[config.mk]
export PLATFORM = sky130hd
export DESIGN_NAME = mem_word_adapter
export DESIGN_NICKNAME = d
export VERILOG_FILES = /design/src/rtl/mem_word_adapter.sv
export SDC_FILE = /design/constraint.sdc
export NUM_CORES = 1
export LEC_CHECK = 0
export ABC_AREA = 1
export CAP_MARGIN = 0
export CORE_AREA = 2 2 122 124
export DETAILED_ROUTE_END_ITERATION = 12
export DIE_AREA = 0 0 124 126
export SLEW_MARGIN = 40
export SYNTH_ARGS = -nofsm -noshare
export SYNTH_HDL_FRONTEND = slang
export SYNTH_SLANG_ARGS = --single-unit
[constraint.sdc]
create_clock -name clk -period 2 [get_ports clk]
set_input_delay 0.4 -clock clk [delete_from_list [all_inputs] [get_ports clk]]
set_output_delay 0.4 -clock clk [all_outputs]
set_load 0.03 [all_outputs]
[src/rtl/mem_word_adapter.sv]
// mem_word_adapter
//   Bridges a 32-bit word request/response port onto a 16-bit (two byte lane)
//   memory. Each word access becomes up to two halfword accesses: the upper
//   halfword at the word address A, then the lower halfword at A+2. Data is
//   big-endian, so the byte at A sits in bits 31:24 of the word.
//
// Ports
//   clk, rst_n            clock, asynchronous active-low reset
//   req_valid/req_ready   word request handshake (ready only in IDLE)
//   req_we                1 = write, 0 = read
//   req_addr              byte address, bits [1:0] ignored
//   req_be                byte enables, be[3] = byte A ... be[0] = byte A+3
//   req_wdata             write data
//   rsp_valid/rsp_ready   read response handshake
//   rsp_rdata             read data, held until the next read capture
//   mem_en, mem_rd_en     memory enable / read enable
//   mem_wr_en             per-byte write enables, index 0 = even byte
//   mem_addr              halfword-aligned byte address (holds when idle)
//   mem_din               memory write data (holds when idle)
//   mem_dout              registered memory read data (one cycle latency)

module mem_word_adapter #(
    parameter int  MEM_DEPTH  = 4096,
    localparam int ADDR_WIDTH = $clog2(MEM_DEPTH * 2)
) (
    input  logic                  clk,
    input  logic                  rst_n,
    input  logic                  req_valid,
    output logic                  req_ready,
    input  logic                  req_we,
    input  logic [ADDR_WIDTH-1:0] req_addr,
    input  logic [3:0]            req_be,
    input  logic [31:0]           req_wdata,
    output logic                  rsp_valid,
    input  logic                  rsp_ready,
    output logic [31:0]           rsp_rdata,
    output logic                  mem_en,
    output logic                  mem_rd_en,
    output logic [0:1]            mem_wr_en,
    output logic [ADDR_WIDTH-1:0] mem_addr,
    output logic [0:1][7:0]       mem_din,
    input  logic [0:1][7:0]       mem_dout
);

    localparam logic [ADDR_WIDTH-1:0] WORD_MASK = ~ADDR_WIDTH'(3);
    localparam logic [ADDR_WIDTH-1:0] HALF_OFS  = ADDR_WIDTH'(2);

    typedef enum logic [2:0] {
        IDLE = 3'd0,
        RD0  = 3'd1,
        RD1  = 3'd2,
        RD2  = 3'd3,
        RSP  = 3'd4,
        WR0  = 3'd5,
        WR1  = 3'd6
    } state_t;

    state_t                  state, state_d;
    logic [ADDR_WIDTH-1:0]   addr_q;
    logic [3:0]              be_q;
    logic [31:0]             wdata_q;

    logic                    accept;
    logic [ADDR_WIDTH-1:0]   base;
    logic [31:0]             wdata_cur;
    logic [ADDR_WIDTH-1:0]   mem_addr_d;
    logic [0:1][7:0]         mem_din_d;

    always_ff @(posedge clk or negedge rst_n) begin
        if (!rst_n) begin
            state <= IDLE;
        end else begin
            state <= state_d;
        end
    end

    always_comb begin
        state_d    = state;
        accept     = 1'b0;
        base       = addr_q;
        wdata_cur  = wdata_q;
        mem_addr_d = mem_addr;
        mem_din_d  = mem_din;
        req_ready  = 1'b0;
        rsp_valid  = 1'b0;
        mem_en     = 1'b0;
        mem_rd_en  = 1'b0;
        mem_wr_en  = 2'b00;

        case (state)
            IDLE: begin
                req_ready = 1'b1;
                if (req_valid) begin
                    // The registered request is not visible yet on the
                    // acceptance edge, so the first access is set up from
                    // the live request inputs.
                    accept    = 1'b1;
                    base      = req_addr & WORD_MASK;
                    wdata_cur = req_wdata;
                    if (!req_we)                state_d = RD0;
                    else if (|req_be[3:2])      state_d = WR0;
                    else if (|req_be[1:0])      state_d = WR1;
                    else                        state_d = IDLE;
                end
            end
            RD0: begin
                mem_en    = 1'b1;
                mem_rd_en = 1'b1;
                state_d   = RD1;
            end
            RD1: begin
                mem_en    = 1'b1;
                mem_rd_en = 1'b1;
                state_d   = RD2;
            end
            RD2: state_d = RSP;
            RSP: begin
                rsp_valid = 1'b1;
                if (rsp_ready) state_d = IDLE;
            end
            WR0: begin
                mem_en    = 1'b1;
                mem_wr_en = be_q[3:2];
                state_d   = (|be_q[1:0]) ? WR1 : IDLE;
            end
            WR1: begin
                mem_en    = 1'b1;
                mem_wr_en = be_q[1:0];
                state_d   = IDLE;
            end
            default: state_d = IDLE;
        endcase

        // Address/data registers are loaded on the edge entering an access
        // state, so they line up with mem_en; otherwise they hold.
        case (state_d)
            RD0: mem_addr_d = base;
            RD1: mem_addr_d = base | HALF_OFS;
            WR0: begin
                mem_addr_d = base;
                mem_din_d  = wdata_cur[31:16];
            end
            WR1: begin
                mem_addr_d = base | HALF_OFS;
                mem_din_d  = wdata_cur[15:0];
            end
            default: ;
        endcase
    end

    always_ff @(posedge clk or negedge rst_n) begin
        if (!rst_n) begin
            addr_q    <= '0;
            be_q      <= '0;
            wdata_q   <= '0;
            mem_addr  <= '0;
            mem_din   <= '0;
            rsp_rdata <= '0;
        end else begin
            if (accept) begin
                addr_q  <= base;
                be_q    <= req_be;
                wdata_q <= req_wdata;
            end
            mem_addr <= mem_addr_d;
            mem_din  <= mem_din_d;
            // mem_dout lags the issue by one cycle: the upper halfword
            // issued in RD0 arrives during RD1, the lower one during RD2.
            if (state == RD1) rsp_rdata[31:16] <= mem_dout;
            if (state == RD2) rsp_rdata[15:0]  <= mem_dout;
        end
    end

endmodule

==> results_dict.tcl <==
set metrics [dict create \
    worstHoldStart "addr_q[10]" \
    comb_power_share 0.530 \
    max_freq_mhz 512 \
    final-seq-area_um2 2830 \
    grt_start_max_net_pins 41 \
    synth_area_um2 4880 \
    rsz0062_at_grt "true" \
    grt_pass1_wl_um 20700 \
    path_buf_inv 3 \
    syn_area_per_cell_um2 8.72 \
    grt_pass1_vias 4303 \
    gp_congestion 0.782 \
    total_leakage_power_nw 3.71 \
    nNetsFinal 813 \
    synth_most_common_cell "nand2_1" \
    r2r-start "state[0]" \
    start_kind "register" \
    drt-vias-per-instance 4.55 \
    maxCapViolCount 0 \
    sw_frac_of_total 0.408 \
    top_layer_used "met4" \
    clk_pin_slew_ps 50 \
    cts_tree "built" \
    yosys-top-cells-area "dfrtp_1 58%, nand2_1 13%, o21ai_0 7.2%, inv_1 5.8%, nand3_1 3.4%" \
    portBuffers 134 \
    async_flop_share 1.00 \
    yosys_register_bits 113 \
    core_um2 14300 \
    totalWireLength_um 13100 \
    grt_usage 0.171 \
    syn_nets 634 \
    syn_to_final_growth_pct 54.4 \
    crit_chain "inv_2, ha_4, buf_6, nand2_4, o21ai_2, buf_6" \
    multi_input_area_um2 1710 \
    setup_viol 0 \
    drive_gt1_frac 0.188 \
    ios 137 \
    p_switching_mw 5.91 \
    route.met2.wl_um 6410 \
    min_to "addr_q[10]" \
    end_kind "output port" \
    maxSlewViolCount 0 \
    grt_overflow 0 \
    yosysUniqueCellTypes 23 \
    required_ps 1600 \
    r2r_setup_slack_ps 90 \
    path_class "register to output port" \
    dp_slack_ps -131 \
    fin_tns_setup_ps 0 \
    cp.arrival_ps 1550 \
    wl_met3_um 838 \
    clkLatencyLatePin_ps 410 \
    floorplan.rows 44 \
    netlist.area_leader.share 0.579 \
    drt_iter0_markers 261 \
    die_y_um 126 \
    min_period_ps 1950 \
    synthTopCellsByCount "175 x nand2_1, 113 x dfrtp_1, 76 x inv_1" \
    cts-buffers-inserted 17 \
    cpLargestDelayFamily "flip-flops" \
    status "completed" \
    drc_errors 0 \
    ant_nets 0 \
    antenna_found_initial 0 \
    wl_met1_um 5600 \
    synth-seq-area-share 0.579 \
    synth_top_cell_by_area "dfrtp_1" \
    start_util 0.341 \
    ff2ff_path_depth 13 \
    synth_ff_type "dfrtp_1" \
    drt-wirelength-per-cell_um 13.9 \
    dieArea_um2 15600 \
    final_util 0.527 \
    root_buffer "clkbuf_16" \
    p_int_mw 8.57 \
    critPathMaxStageDelay_ps 420 \
    n_antenna_cell 0 \
    cpMaxStageDelayCell "dfrtp_1" \
    fill_cells 1308 \
    hold_path_class "register to register" \
    clock-sinks 113 \
    min_path_cells 2 \
    tightest_slew_ps 466 \
    dr_total_vias 4263 \
    h-tree-depth 4 \
    dieWidth_um 124 \
    drt_first_pass_iters 5 \
    cp_max_fo 3 \
    cp_common_cell "buf_6" \
    sequentialPowerShare 0.269 \
    synth_enable_flop_cells 0 \
    dp.final_hpwl_um 8850 \
    cellPowerDensity_nw_per_um2 1920 \
    clock_path_buffers 2 \
    skew_ps 5.87 \
    worst_r2r_endpoint "mem_addr[0]" \
    layout_setup_ws_ps 45.5 \
    hold_viol 0 \
    hold_slack_ps 468 \
    fin_crit_sh 0.977 \
    p_clk_frac 0.201 \
    yosysWarnings 0 \
    synthCells 560 \
    peakVddDrop_uv 973 \
    finalPower_mw 14.5 \
    relSlewSlack 0.689 \
]
cells by family (layout without fill, tap and decap cells):
kind of cell,after synthesis,in the layout,synth area share
AND/OR/NAND/NOR,263,263,0.243
buffers and inverters,108,300,0.0917
adder cells (fa/ha/maj),4,4,0.0102
flip-flops,113,113,0.579
AO/OA/AOI/OAI,72,72,0.0761
power by group through the flow:
stage / Sequential, mW / Combinational, mW / Clock (mW)
2_1_floorplan: 4.95 / 3.12 / 0
3_3_place_gp: 3.85 / 6.83 / 0
3_5_place_dp: 3.89 / 6.97 / 0
4_1_cts: 3.88 / 7.00 / 2.98
5_1_grt: 4.01 / 8.39 / 3.10
6_report: 3.89 / 7.68 / 2.92
flip-flops by register name, indices dropped and copies added (netlist names):
| register | cells |
|---|---|
| state | 3 |
| mem_din | 16 |
| be_q | 4 |
| mem_addr | 13 |
| rsp_rdata | 32 |
| wdata_q | 32 |
| addr_q | 13 |
placed cells by master, fill, tap and decap left out, drive strengths merged:
cell type        n
a21oi            1
ha               4
clkinv           4
nor2            13
nand4           16
or2             16
nand2          180
dlygate4sd3      1
bufinv           1
nand3           37
buf             54
inv             82
clkdlybuf4s50  127
clkbuf          30
dfrtp          113
o21ai           71
clkdlybuf4s15    1
nor3             1
worst reg2reg max path: stages (launching register included):
cell and delay, ps:
dfrtp_1 420, inv_2 90, ha_4 170, o21ai_2 140
nand2_1 80, nor2_2 120, nand2_2 90, buf_6 140
nor2_4 110, nor2_4 50, buf_12 130, buf_4 130
nand2_1 50, o21ai_0 70
layer usage:
metal	track usage	up-vias
met1	0.218	2033
li1	-	2104
met3	0.0598	13
met5	0	-
met4	0.0601	0
met2	0.271	113
worst max path at each step:
stage / startpoint / end / slack [ps] / depth (start not counted)
after floorplan: state[0] / mem_wr_en[0] / 180 / 4
after global placement: req_valid / mem_din[12] / -90 / 9
after detailed placement: req_valid / mem_din[9] / -130 / 9
after CTS: state[1] / mem_rd_en / -30 / 5
after global routing: state[1] / mem_addr[0] / -60 / 15
final: state[0] / mem_wr_en[0] / 50 / 6
stage by stage:
| stage | instance area, µm² | cells |
|---|---|---|
| 6_report | 7540 | 936 |
| 5_1_grt | 7540 | 936 |
| 4_1_cts | 7280 | 925 |
| 3_5_place_dp | 6690 | 892 |
| 3_3_place_gp | 6690 | 892 |
| 2_1_floorplan | 4880 | 560 |
final cells by class:
| cell class | instances | share of cell area |
|---|---|---|
| tap | 184 | 0.0305 |
| timing repair buffer | 185 | 0.248 |
| clock buffer | 28 | 0.0712 |
| clock inverter | 4 | 0.00597 |
| sequential | 113 | 0.375 |
| multi-input combinational | 339 | 0.227 |
| inverter | 82 | 0.0418 |
| timing repair inverter | 1 | 0.000829 |
repair_timing:
item / CTS / global route
hold buffers: 1 / 0
pin swaps: 0 / 10
gates resized for setup: 7 / 45
endpoints found under the setup margin: 12 / 33
setup buffers: 0 / 8
cloned: 0 / 3
endpoints found under the hold margin: 30 / 0
Note: power is estimated with default switching activity, not from simulation.
